===== src/rtl/img_pkg.sv =====
// Shared constants and FSM state for the pupil-template map writer.
package img_pkg;
  localparam int GRID    = 16;
  localparam int CELLS   = 256;
  localparam int PIX_W   = 10;
  localparam int COORD_W = 13;

  localparam logic [PIX_W-1:0] VAL_DARK   = 10'd0;
  localparam logic [PIX_W-1:0] VAL_BRIGHT = 10'd255;

  typedef enum logic [1:0] {IDLE, ARMED, CAPT, DONE} state_t;
endpackage


===== src/rtl/img_block_acc.sv =====
// Per-column block accumulators: sum a block's pixels, average on its last pixel
// and emit a thresholded map write one cycle later.
module img_block_acc
  import img_pkg::*;
#(
  parameter int HALVING = 3
) (
  input  logic             clk,
  input  logic             rst,
  input  logic             in_vld,
  input  logic [3:0]       cx,
  input  logic [3:0]       cy,
  input  logic             last,
  input  logic [PIX_W-1:0] data,
  input  logic [PIX_W-1:0] thresh,
  output logic             wr_vld,
  output logic [7:0]       wr_cell,
  output logic [PIX_W-1:0] wr_val
);
  localparam int ACC_W = PIX_W + 2*HALVING;

  logic [GRID-1:0][ACC_W-1:0] acc;
  logic [ACC_W-1:0]           sum;
  logic [PIX_W-1:0]           avg;

  assign sum = acc[cx] + ACC_W'(data);

  always_ff @(posedge clk) begin
    if (rst) begin
      acc     <= '0;
      wr_vld  <= 1'b0;
      wr_cell <= '0;
      avg     <= '0;
    end else begin
      wr_vld <= in_vld && last;
      if (in_vld)
        acc[cx] <= last ? '0 : sum;
      if (in_vld && last) begin
        wr_cell <= {cy, cx};
        avg     <= PIX_W'(sum >> (2*HALVING));
      end
    end
  end

  // Threshold is compared live so it reflects iTHRESH at the moment of the write.
  assign wr_val = (avg >= thresh) ? VAL_BRIGHT : VAL_DARK;
endmodule


===== src/rtl/img_capture.sv =====
// Capture FSM, window decode and 256-cell binary map with a registered read port.
module img_capture
  import img_pkg::*;
#(
  parameter int HALVING = 3,
  parameter int X0      = 0,
  parameter int Y0      = 0
) (
  input  logic               iCLK,
  input  logic               iRST,
  input  logic               iSTART,
  input  logic               iDVAL,
  input  logic [COORD_W-1:0] iX,
  input  logic [COORD_W-1:0] iY,
  input  logic [PIX_W-1:0]   iDATA,
  input  logic [PIX_W-1:0]   iTHRESH,
  input  logic [7:0]         iRD_ADDR,
  output logic [PIX_W-1:0]   oRD_VAL,
  output logic               oBUSY,
  output logic               oDONE
);
  localparam int WIN = GRID << HALVING;

  state_t state, nstate;

  logic [COORD_W-1:0] lx, ly;
  logic               in_win, sof, take;

  logic             s1_vld, s1_last;
  logic [3:0]       s1_cx, s1_cy;
  logic [PIX_W-1:0] s1_data;

  logic             wr_vld;
  logic [7:0]       wr_cell;
  logic [PIX_W-1:0] wr_val;

  logic [CELLS-1:0][PIX_W-1:0] map;

  assign lx     = iX - COORD_W'(X0);
  assign ly     = iY - COORD_W'(Y0);
  assign in_win = (iX >= COORD_W'(X0)) && (lx < COORD_W'(WIN)) &&
                  (iY >= COORD_W'(Y0)) && (ly < COORD_W'(WIN));
  assign sof    = (iX == '0) && (iY == '0);
  // The start-of-frame pixel that arms the capture is itself accumulated.
  assign take   = iDVAL && in_win && ((state == CAPT) || (state == ARMED && sof));

  always_ff @(posedge iCLK) begin
    if (iRST) begin
      s1_vld  <= 1'b0;
      s1_last <= 1'b0;
      s1_cx   <= '0;
      s1_cy   <= '0;
      s1_data <= '0;
    end else begin
      s1_vld  <= take;
      s1_last <= (&lx[HALVING-1:0]) && (&ly[HALVING-1:0]);
      s1_cx   <= lx[HALVING+3:HALVING];
      s1_cy   <= ly[HALVING+3:HALVING];
      s1_data <= iDATA;
    end
  end

  img_block_acc #(.HALVING(HALVING)) u_acc (
    .clk    (iCLK),
    .rst    (iRST),
    .in_vld (s1_vld),
    .cx     (s1_cx),
    .cy     (s1_cy),
    .last   (s1_last),
    .data   (s1_data),
    .thresh (iTHRESH),
    .wr_vld (wr_vld),
    .wr_cell(wr_cell),
    .wr_val (wr_val)
  );

  always_ff @(posedge iCLK) begin
    if (iRST) begin
      map     <= '0;
      oRD_VAL <= '0;
    end else begin
      if (wr_vld)
        map[wr_cell] <= wr_val;
      oRD_VAL <= map[iRD_ADDR];
    end
  end

  always_ff @(posedge iCLK) begin
    if (iRST) state <= IDLE;
    else      state <= nstate;
  end

  always_comb begin
    nstate = state;
    oBUSY  = 1'b0;
    oDONE  = 1'b0;
    case (state)
      IDLE:  if (iSTART) nstate = ARMED;
      ARMED: begin
        oBUSY = 1'b1;
        if (take) nstate = CAPT;
      end
      CAPT: begin
        oBUSY = 1'b1;
        if (wr_vld && wr_cell == 8'(CELLS-1)) nstate = DONE;
      end
      DONE: begin
        oDONE  = 1'b1;
        nstate = IDLE;
      end
      default: nstate = IDLE;
    endcase
  end
endmodule


===== config.mk =====
export PLATFORM = sky130hd
export DESIGN_NAME = img_capture
export DESIGN_NICKNAME = d
export VERILOG_FILES = /design/src/rtl/img_pkg.sv /design/src/rtl/img_block_acc.sv /design/src/rtl/img_capture.sv
export SDC_FILE = /design/constraint.sdc
export NUM_CORES = 1
export LEC_CHECK = 0
export CORE_ASPECT_RATIO = 1.75
export CORE_MARGIN = 5
export CORE_UTILIZATION = 57
export CTS_CLUSTER_SIZE = 12
export DETAILED_ROUTE_END_ITERATION = 10
export GPL_TIMING_DRIVEN = 0
export HOLD_SLACK_MARGIN = 0.06
export PLACE_DENSITY_LB_ADDON = 0.05
export SLEW_MARGIN = 0
export SYNTH_ARGS = -nofsm -noshare
export SYNTH_HDL_FRONTEND = slang
export SYNTH_SLANG_ARGS = --single-unit
export TNS_END_PERCENT = 50

===== constraint.sdc =====
create_clock -name iCLK -period 4.4 [get_ports iCLK]
set_input_delay 0.44 -clock iCLK [delete_from_list [all_inputs] [get_ports iCLK]]
set_output_delay 0.44 -clock iCLK [all_outputs]
set_load 0.02 [all_outputs]

==> results of run 1 <==
-- layer usage --
metal,GRT usage [%],overflow
met1,64.30,0
met2,86.08,88
met3,48.16,2
met4,67.96,105
met5,14.87,0
-- Yosys cell counts (16+ instances only) --
cell	n
a22oi_1	25
mux2i_1	34
a211oi_1	178
ha_1	24
clkbuf_1	335
inv_1	16
nor3b_1	19
nor2b_1	35
nor3_1	208
buf_2	47
a21oi_1	549
nand3_1	22
nand3b_1	49
and2_1	17
a2111oi_0	257
a211o_1	17
dfxtp_1	554
mux4_2	107
nor2_1	208
o21ai_0	46
nand2_1	565
-- metrics by stage --
| step | TNS, ps | hold WS [ps] | instance area [µm²] | cells | utilization [%] |
|---|---|---|---|---|---|
| 2_1_floorplan | 0 | 417.4 | 29570 | 3529 | - |
| 3_3_place_gp | -191230 | 431.0 | 31050 | 4265 | 60.32 |
| 3_5_place_dp | -217150 | 439.7 | 31130 | 4269 | 60.49 |
| 4_1_cts | 0 | 377.3 | 33000 | 4350 | 64.12 |
-- timing repair --
action	in CTS
setup endpoints to repair	250
setup buffers	8
hold endpoints to repair	0
gates resized for setup	73
pin swaps	7
-- cell families after synthesis --
| kind of cell | count (synthesis) |
|---|---|
| buf+inv | 435 |
| compound gates | 1145 |
| fa+ha+maj | 25 |
| simple gates | 1201 |
| xor+xnor | 9 |
| mux | 158 |
| other cells | 1 |
| flops | 554 |
==> metrics, run 1 <==
maximum number of pins on one net before global-route repair 29; HPWL after DPL between 100000 and 150000 µm; post-synth top area share 37.51%; Error [ERROR GRT-0116] Global routing finished with congestion. Check the congestion regions in the DRC Viewer.; Compound-Gate Fraction of Synth Area 25.74%; largest family of logic cells by synthesized area compound AO/OA/AOI/OAI gates; simple-gate share of the synthesized area 18.41%; clk buf depth 3; total CTS buffers 54; EDFF count, synth 0; synth warn 0; hold buffer count at CTS 0; first-pass GRT wire length between 200000 and 300000 µm; H-tree depth 2; global route overflow approximately 200; XOR/XNOR Fraction of Synth Area less than 1%; clock root buffer clkbuf_16; Top FF cell, synth dfxtp_1; total track usage roughly two thirds; row count between 100 and 150; synth unique cells a little over 80; area leader, netlist dfxtp_1; last stage reached 5_1_grt; port buffer count 64; Initial Util a little under three fifths; Die X about 180 µm; #FFs+latches synth 554; setup slack at placement -1528 ps; outcome aborted with a tool error; register area share after synthesis a little under two fifths; vias in the first global route between 30000 and 40000; Synth Instances around 3500; area of the mapped netlist slightly below 30000 µm²; Routability Congestion between 1 and 1.5; Num Clock Sinks approximately 550; chip height roughly 310 µm; post-synthesis mux area share a little over a tenth; Mean Syn Cell Area between 8 and 9 µm²; Ports 70; Area contributors post-synth dfxtp_1, a21oi_1, mux4_2; async set or reset register ratio after synthesis 0%; Synth Area in Adders about 1.1%
==> inputs of run 2 (changes only) <==
CORE_ASPECT_RATIO = unset   (was 1.75)
CORE_UTILIZATION = 40   (was 57)
CTS_CLUSTER_SIZE = unset   (was 12)
HOLD_SLACK_MARGIN = unset   (was 0.06)
PLACE_DENSITY_LB_ADDON = 0.15   (was 0.05)
clock period = 5.7 ns   (was 4.4 ns; I/O delays follow)
==> run 2 against run 1 <==
Against the previous run:
- the flow now finishes, with violations (capacitance limit, slew limit)
- synthesized cell count did not move
- area after synthesis did not move
==> metrics, run 2 <==
Arr. time, crit path between 6000 and 7000 ps; LEAKAGE 0.01027 µW; clock root buffer clkbuf_16; async set or reset register ratio after synthesis 0% (unchanged); post-synth top area share 37.51% (unchanged); routed wire length about 150000 µm; CTS tree done; Worst Hold Depth 2; via/cell ratio 6.763; maxcap violations 3; failing checks capacitance limit, slew limit; RSZ-0062 raised after global routing false; WHS about 450 ps; Ports 70 (unchanged); global route overflow 0; Clock Pin Slew Worst Setup and Hold Paths roughly 60 ps; vias in the first global route roughly 30000; reg2reg end u_acc.avg[3]$_SDFFE_PP0P_; die area 79450 µm²; VDD IR-drop max between 0.2 and 0.25 mV; simple-gate share of the synthesized area 18.41% (unchanged); #FFs+latches synth 554 (unchanged); Top FF cell, synth dfxtp_1; clock period minus worst slack 5543 ps; port buffer count 64 (unchanged); Compound-Gate Fraction of Synth Area 25.74% (unchanged); peak per-stage delay on the critical path 790 ps; DRC viols 0; final instance area about 34000 µm²; Routed wire per std cell 32.43 µm; r2r setup slk around 160 ps; Nets ~3800; DRT iter0 DRCs ~4500; Layout Utilization 46.29%; end of the worst hold path u_acc.acc[37]$_SDFFE_PP0P_; total CTS buffers 67 (+24%); largest family of logic cells by synthesized area compound AO/OA/AOI/OAI gates; register area share after synthesis 37.51% (unchanged); Final Power approximately 9000 µW; EDFF count, synth 0 (unchanged); most common cell after layout, fill and taps aside nand2_1; Final setup viols 0; reg2reg start s1_cx[1]$_SDFF_PP0_; Clock Skews just under 30 ps; Mean Syn Cell Area 8.380 µm² (unchanged); Hold Violations, Final 0; most frequent cells in the layout nand2_1, dfxtp_1, a21oi_1; Synth Area in Adders 1.083% (unchanged); slew margin rel. -6.353%; Routability Congestion 1.082 (-11%); setup slack at placement -369.1 ps (+1158 ps); Filler cells between 7000 and 8000; Initial Util 40.45% (-17 points); area leader, netlist dfxtp_1; final critical-path share of the clock period between 90% and 100%; Reg area 11090 µm²; crit path capture type flop; synth warn 0 (unchanged); FMAX 0.1804 GHz; final setup margin between 150 and 200 ps; outcome finished with violations; CP Max Fanout 10; Post-DP Area 31480 µm² (+1.1%); Synth Instances 3528 (unchanged); HPWL after DPL 110100 µm (-8.7%); Via Count about 32000; chip height 281.9 µm (-9.4%); clk buf depth 3 (unchanged); Die X 281.9 µm (+55%); maximum number of pins on one net before global-route repair 13; P per Cell Area approximately 270 nW/µm²; Area contributors post-synth dfxtp_1, a21oi_1, mux4_2; Post-DRT Antenna Nets 0; Crit-path slowest cell xnor2_1; top-count cell post-synth nand2_1; Slew Limit Fails 19; post-synthesis mux area share 10.76% (unchanged); total track usage approximately 37%; Worst EP required roughly 6300 ps; core area between 70000 and 80000 µm²; HP Class flop to flop; area occupied by multi-input gates 16710 µm²; XOR/XNOR Fraction of Synth Area 0.2920% (unchanged); H-tree depth 3 (+1); synth unique cells 81 (unchanged); CP cell instances buf_2 > buf_4 > buf_4 > buf_2 > clkbuf_2 > mux4_2 > mux4_2 > ha_1 > o21ai_1 > or2_2 > a21oi_1 > a31oi_1 > xnor2_1 > clkbuf_1 > nand2_1 > a21oi_1; synthesis-to-layout area growth 14.43%; row count 99 (-10%); layout cells sized above 1 about a tenth; initial antenna violation count 9; hold_sp u_acc.acc[37]$_SDFFE_PP0P_; Setup CP Type flop to flop; top cells by count, synth nand2_1, dfxtp_1, a21oi_1; Reg2Reg Depth 16; startpoint types flop; Num Clock Sinks 554 (unchanged); clock latency at the later pin of the worst-skew pair roughly 660 ps; Worst Max-Slew Pin Slew approximately 1600 ps; area of the mapped netlist 29560 µm² (unchanged); first-pass GRT wire length between 200000 and 250000 µm; DR pass1 iterations 7; Largest regs map: 256 flops, u_acc.acc: 256 flops
==> run 2: power by group <==
part	leakage (µW)	total [µW]	internal [µW]	switching [µW]
Sequential	0.00446	3900	3880	12.6
Combinational	0.00470	625	184	441
Clock	0.00110	4480	2550	1930
Total	0.0103	9000	6620	2380
==> run 2: what timing repair did <==
item,CTS,global route
resized for setup,4,13
endpoints found under the setup margin,77,67
buffers inserted,0,3
hold buffers,0,0
hold endpoints to repair,0,0
==> run 2: stage by stage <==
| stage | TNS (ps) | cells |
|---|---|---|
| floorplan | 0 | 3529 |
| global placement | -7296 | 4552 |
| detailed placement | -9902 | 4558 |
| CTS | 0 | 4674 |
| global route | 0 | 4678 |
| finish | 0 | 4685 |
==> run 2: worst max path at each step <==
stage,to,from,cells past startpoint,slack [ps]
floorplan,u_acc.acc[141]$_SDFFE_PP0P_,s1_cx[0]$_SDFF_PP0_,16,1320
global placement,u_acc.acc[76]$_SDFFE_PP0P_,s1_cx[1]$_SDFF_PP0_,16,-360
detailed placement,u_acc.acc[156]$_SDFFE_PP0P_,s1_cx[1]$_SDFF_PP0_,16,-370
CTS,u_acc.acc[172]$_SDFFE_PP0P_,s1_cx[1]$_SDFF_PP0_,16,20
global route,u_acc.avg[3]$_SDFFE_PP0P_,s1_cx[0]$_SDFF_PP0_,15,30
finish,u_acc.avg[3]$_SDFFE_PP0P_,s1_cx[1]$_SDFF_PP0_,16,160
==> run 2: per-layer routing <==
metal	track usage, %	vias to the layer above	wire (µm)
met5	0	-	117
met4	25.11	8	13820
met3	12.50	768	18420
met2	57.24	2428	65680
met1	42.90	15060	53890
li1	-	13420	-
==> run 2: cells by family after synthesis <==
| kind of cell | Yosys count |
|---|---|
| adder cells (fa/ha/maj) | 25 |
| flip-flops | 554 |
| AND/OR/NAND/NOR | 1201 |
| other | 1 |
| buffers and inverters | 435 |
| AO/OA/AOI/OAI | 1145 |
| XOR/XNOR | 9 |
| multiplexers | 158 |
==> run 2: layout make-up <==
class / count / area share, %
tap: 959 / 3.547
inverter: 16 / 0.1775
antenna: 7 / 0.05178
clock inverter: 23 / 1.021
multi-input combinational: 2540 / 49.39
clock buffer: 93 / 5.629
timing repair buffer: 74 / 2.112
buffer: 419 / 5.285
sequential: 554 / 32.78
==> run 2: critical path: cells and delay by family, from the launching register on <==
| kind | cells | cell delay, ps |
|---|---|---|
| multiplexers | 2 | 890 |
| XOR/XNOR | 1 | 790 |
| adder cells (fa/ha/maj) | 1 | 350 |
| AND/OR/NAND/NOR | 2 | 470 |
| flip-flops | 1 | 300 |
| buffers and inverters | 6 | 2040 |
| AO/OA/AOI/OAI | 4 | 610 |
No activity file was read; power rests on OpenSTA's default activity.
